===== config.mk =====
export PLATFORM = sky130hd
export DESIGN_NAME = branch_predictor_bht
export DESIGN_NICKNAME = d
export VERILOG_FILES = /design/src/rtl/branch_predictor_bht.sv
export SDC_FILE = /design/constraint.sdc
export NUM_CORES = 2
export LEC_CHECK = 0
export ABC_AREA = 0
export CORE_MARGIN = 2
export CORE_UTILIZATION = 54
export CTS_CLUSTER_SIZE = 8
export DETAILED_ROUTE_END_ITERATION = 10
export HOLD_SLACK_MARGIN = 0.12
export MAX_ROUTING_LAYER = met4
export PLACE_DENSITY_LB_ADDON = 0.25
export SLEW_MARGIN = 10
export SYNTH_ARGS = -nofsm -noshare
export SYNTH_HDL_FRONTEND = slang
export SYNTH_SLANG_ARGS = --single-unit

===== constraint.sdc =====
create_clock -name clk -period 11.5 [get_ports clk]
set_input_delay 1.725 -clock clk [delete_from_list [all_inputs] [get_ports clk]]
set_output_delay 1.725 -clock clk [all_outputs]
set_load 0.01 [all_outputs]

===== src/rtl/branch_predictor_bht.sv =====
// Dynamic branch predictor: PHT of saturating counters, tagged BTB and optional gshare history.
// Lookup is combinational from the stored state; resolved branches from ID update it on the clock edge.
module branch_predictor_bht #(
   parameter int unsigned IDX_W  = 6,
   parameter int unsigned TAG_W  = 8,
   parameter int unsigned CNT_W  = 2,
   parameter int unsigned HIST_W = 6,
   parameter int unsigned MODE   = 0
) (
   input  logic        clk,
   input  logic        rst_n,
   input  logic        stall,
   input  logic [29:0] lk_pc,
   output logic        lk_hit,
   output logic        lk_taken,
   output logic [29:0] lk_target,
   input  logic        up_valid,
   input  logic [29:0] up_pc,
   input  logic        up_taken,
   input  logic [29:0] up_target,
   input  logic        up_mispred,
   output logic [15:0] st_updates,
   output logic [15:0] st_mispreds
);

   localparam int unsigned PC_W  = 30;
   localparam int unsigned ST_W  = 16;
   localparam int unsigned N_ENT = 1 << IDX_W;
   localparam logic [CNT_W-1:0] CNT_INIT = CNT_W'((1 << (CNT_W - 1)) - 1);
   localparam logic [CNT_W-1:0] CNT_MAX  = '1;
   localparam logic [ST_W-1:0]  ST_MAX   = '1;

   logic [CNT_W-1:0]  r_pht    [N_ENT];
   logic              r_valid  [N_ENT];
   logic [TAG_W-1:0]  r_tag    [N_ENT];
   logic [PC_W-1:0]   r_target [N_ENT];
   logic [HIST_W-1:0] r_ghr;
   logic [ST_W-1:0]   r_st_updates;
   logic [ST_W-1:0]   r_st_mispreds;

   logic [IDX_W-1:0] w_lk_pidx;
   logic [IDX_W-1:0] w_lk_gidx;
   logic [TAG_W-1:0] w_lk_tag;
   logic [IDX_W-1:0] w_up_pidx;
   logic [IDX_W-1:0] w_up_gidx;
   logic [TAG_W-1:0] w_up_tag;
   logic [CNT_W-1:0] w_up_cnt;
   logic [CNT_W-1:0] w_up_cnt_nxt;
   logic             w_up_en;
   logic             w_unused;

   // Index/tag extraction; history is zero-extended into the low index bits in gshare mode
   assign w_lk_pidx = lk_pc[IDX_W-1:0];
   assign w_lk_tag  = lk_pc[IDX_W+TAG_W-1:IDX_W];
   assign w_lk_gidx = (MODE == 1) ? (w_lk_pidx ^ IDX_W'(r_ghr)) : w_lk_pidx;
   assign w_up_pidx = up_pc[IDX_W-1:0];
   assign w_up_tag  = up_pc[IDX_W+TAG_W-1:IDX_W];
   assign w_up_gidx = (MODE == 1) ? (w_up_pidx ^ IDX_W'(r_ghr)) : w_up_pidx;
   assign w_unused  = ^{lk_pc[PC_W-1:IDX_W+TAG_W], up_pc[PC_W-1:IDX_W+TAG_W]};

   assign lk_hit    = r_valid[w_lk_pidx] && (r_tag[w_lk_pidx] == w_lk_tag);
   assign lk_taken  = lk_hit && r_pht[w_lk_gidx][CNT_W-1];
   assign lk_target = lk_hit ? r_target[w_lk_pidx] : (lk_pc + PC_W'(1));

   assign st_updates  = r_st_updates;
   assign st_mispreds = r_st_mispreds;

   assign w_up_en  = up_valid && !stall;
   assign w_up_cnt = r_pht[w_up_gidx];

   // Saturating counter step toward the resolved outcome
   always_comb begin
      w_up_cnt_nxt = w_up_cnt;
      if (up_taken) begin
         if (w_up_cnt != CNT_MAX) w_up_cnt_nxt = w_up_cnt + CNT_W'(1);
      end else begin
         if (w_up_cnt != '0) w_up_cnt_nxt = w_up_cnt - CNT_W'(1);
      end
   end

   always_ff @(posedge clk or negedge rst_n) begin
      if (!rst_n) begin
         for (int unsigned i = 0; i < N_ENT; i++) begin
            r_pht[i]    <= CNT_INIT;
            r_valid[i]  <= 1'b0;
            r_tag[i]    <= '0;
            r_target[i] <= '0;
         end
      end else if (w_up_en) begin
         r_pht[w_up_gidx] <= w_up_cnt_nxt;
         // Taken branches allocate, or overwrite an aliased entry
         if (up_taken) begin
            r_valid[w_up_pidx]  <= 1'b1;
            r_tag[w_up_pidx]    <= w_up_tag;
            r_target[w_up_pidx] <= up_target;
         end
      end
   end

   // History and statistics are only advanced by accepted, non-speculative updates
   always_ff @(posedge clk or negedge rst_n) begin
      if (!rst_n) begin
         r_ghr         <= '0;
         r_st_updates  <= '0;
         r_st_mispreds <= '0;
      end else if (w_up_en) begin
         if (MODE == 1) r_ghr <= HIST_W'({r_ghr, up_taken});
         if (r_st_updates != ST_MAX) r_st_updates <= r_st_updates + ST_W'(1);
         if (up_mispred && (r_st_mispreds != ST_MAX)) r_st_mispreds <= r_st_mispreds + ST_W'(1);
      end
   end

endmodule


==> flow_summary.yaml <==
finish:
  drive_above_1_share: 0.547
  syn2layout_area_growth_pct: 11.3
  nets: 7596
  fill_cells: 16104
floorplan:
  die_x_um: 478
  rows: 173
  placeableCoreArea_um2: 223000
  ioPinCount: 160
  initial_core_util: 0.544
  dieHeight_um: 478
  dieArea_um2: 228000
clock_network:
  clkTransAtPathRegs_ps: 50
  clk_latency_ps: 950
  clockRootBuffer: "clkbuf_16"
  cts_tree: "built"
  cts.repair.resized: 0
  numCtsBuffers: 382
  cts_sinks: 2656
  cts_buffer_depth: 4
  post_cts_buffers: 0
  hold_buffers: 0
  htreeDepth: 5
logic_synthesis:
  netlist_instances: 7593
  synth_area_leaders: "dfrtp_1, mux2_2, mux4_2, clkbuf_1, dfstp_2"
  synth_seq_area_share: 0.549
  synth_top_area_cell: "dfrtp_1"
  synth_xor_area_frac: 0.00433
  synth_compound_area_frac: 0.0114
  ys_ff_latch: 2656
  yosys_warnings: 0
  synth-edff-count: 0
  syn-cell-area_um2: 121000
  synth_top_family_by_area: "multiplexers"
  syn_avg_cell_area_um2: 16.0
  synth_top_area_frac: 0.535
  synth-simple-area-share: 0.0197
  synth_mux_area_frac: 0.389
  async_flop_share: 1.00
  syn_nets: 7692
  synthAdderAreaFrac: 0.000475
  synth_cell_types: 72
  synth_flop_cell: "dfrtp_1"
sta:
  finClkSkew_ps: 45.4
  maxSlewViolCount: 0
  worst_pin_slew_ps: 1290
  min_period_ps: 9290
  slew_headroom: 0.140
  fin_setup_tns_ps: 0
  finalSetupViolations: 0
  period_share: 0.808
  timing.fmax_mhz: 108
  hold_violations: 0
  rsz0062_at_grt: "no"
grt:
  use_met1: 0.436
  antenna_found_initial: 28
  grt_use_met2: 0.477
  use_met3: 0.0553
  grt-ovfl-total: 0
  grt_first_pass_wirelength_mm: 511
  grt_max_degree: 195
  grt_pass1_vias: 72773
  grtUsageTotal: 0.316
  top_usage_layer: "met2"
setup_path:
  cp_cell_sequence: "buf_8, buf_4, buf_4, buf_4, mux4_2, mux4_2, mux4_2, mux2_1, clkdlybuf4s50_1"
  required_ps: 9780
  critPathSlowestCell: "buf_4"
  critPathCaptureType: "output port"
  crit_family: "buffers and inverters"
  cp_num_buf_inv: 5
  max_stage_delay_ps: 930
  cp_max_fo: 98
  crit_type: "in -> out"
  startpoint_type: "primary input"
  cp_data_arrival_time_ps: 7560
pwr:
  p_total_mw: 21.5
  power_density_nw_per_um2: 159
  p_comb_frac: 0.076
  seqPwrFrac: 0.470
  power.internal_mw: 16.6
  ir_worst_vdd_mv: 0.188
  p_leak_nw: 64.4
  p_sw_mw: 4.91
  pwr-share-clk: 0.454
  p_sw_frac: 0.229
detailed_routing:
  via_count: 70020
  drt-total-wl_mm: 348
  ant_nets: 0
  firstDrtPassIters: 5
  drt-initial-drc-count: 6993
  routedWlPerCell_um: 33.1
  drc: 0
  vias_per_cell: 6.66
status:
  status: "finished, final reports clean"
placed_design:
  dpl.hpwl_mm: 190
  numPortBuffers: 143
  place.gp.congestion: 0.855
run:
  maxCapViolations: 0
hold_path:
  hold_path_class: "reg -> reg"
worst paths after layout:
path,from,to,slack (ps),cells after the start
max in group asynchronous,rst_n,r_target[807],8220,3
min reg2reg,r_valid[39],r_valid[39],460,1
min in group asynchronous,rst_n,st_updates[4],720,1
max reg2reg,r_pht[16],r_pht[103],8010,8
max,lk_pc[1],lk_target[9],2210,9
min,r_valid[39],r_valid[39],460,1
area by class of cell:
type / count / area (um2) / share of cell area
antenna: 11 / 27.5 / 0.000204
clock buffer: 417 / 9840 / 0.0729
clock inverter: 5 / 76.3 / 0.000566
inverter: 10 / 47.5 / 0.000352
multi-input combinational: 4147 / 52100 / 0.386
sequential: 2656 / 66500 / 0.493
tap: 2975 / 3720 / 0.0276
timing repair buffer: 300 / 2620 / 0.0194
state kept, by name (all words and copies together) (netlist names):
register     count
r_tag          512
st_updates      16
st_mispreds     16
r_pht          128
r_target      1920
r_valid         64
logic make-up (layout without fill, tap and decap cells):
| group | count (synthesis) | count (layout) |
|---|---|---|
| simple gates | 472 | 472 |
| mux | 3427 | 3427 |
| compound gates | 183 | 183 |
| fa+ha+maj | 5 | 5 |
| other cells | 0 | 11 |
| xor+xnor | 60 | 60 |
| buf+inv | 790 | 732 |
| flops | 2656 | 2656 |
synth_stat cells, types with 18 or more instances:
library cell,n
a22oi_1,62
and2_1,19
buf_1,190
buf_2,73
clkbuf_1,498
dfrtp_1,2592
dfstp_2,64
mux2_1,23
mux2_2,2584
mux2i_1,49
mux4_2,771
nand2_1,134
nand2b_1,44
nand3_1,41
nand4_1,22
nor2_1,95
or2_2,34
xnor2_1,42
xor2_1,18
power by group through the flow:
stage               Clock (mW)  Sequential (mW)  Combinational [mW]
floorplan                    0             10.2                1.07
global placement             0             10.2                1.59
detailed placement           0             10.2                1.63
CTS                       9.88             10.1                1.64
global route              10.3             10.1                1.75
finish                    9.75             10.1                1.62
layer usage:
metal / vias to the layer above / wire length [um]
met5: - / 0
met4: 0 / 13900
met3: 779 / 24700
met2: 2720 / 164000
met1: 38639 / 146000
li1: 27882 / -
placed cells by master (no fill, tap or decap), types with 62 or more instances in the layout:
master,synthesis,routed
mux2_2,2584,2584
clkdlybuf4s50_1,0,99
clkbuf_16,0,389
dfstp_2,64,64
mux4_2,771,771
nand2_1,134,102
buf_4,10,144
dfrtp_1,2592,2592
a22oi_1,62,62
nor2_1,95,63
metrics by stage:
step	setup slack (ps)	hold WS, ps	utilization	instances	area, um2
CTS	2360	462	0.606	10510	135000
global route	2170	470	0.606	10517	135000
floorplan	4880	426	-	7593	121000
finish	2210	461	0.606	10521	135000
global placement	2360	443	0.561	10088	125000
detailed placement	2360	450	0.561	10088	125000
No activity file was read; power rests on OpenSTA's default activity.
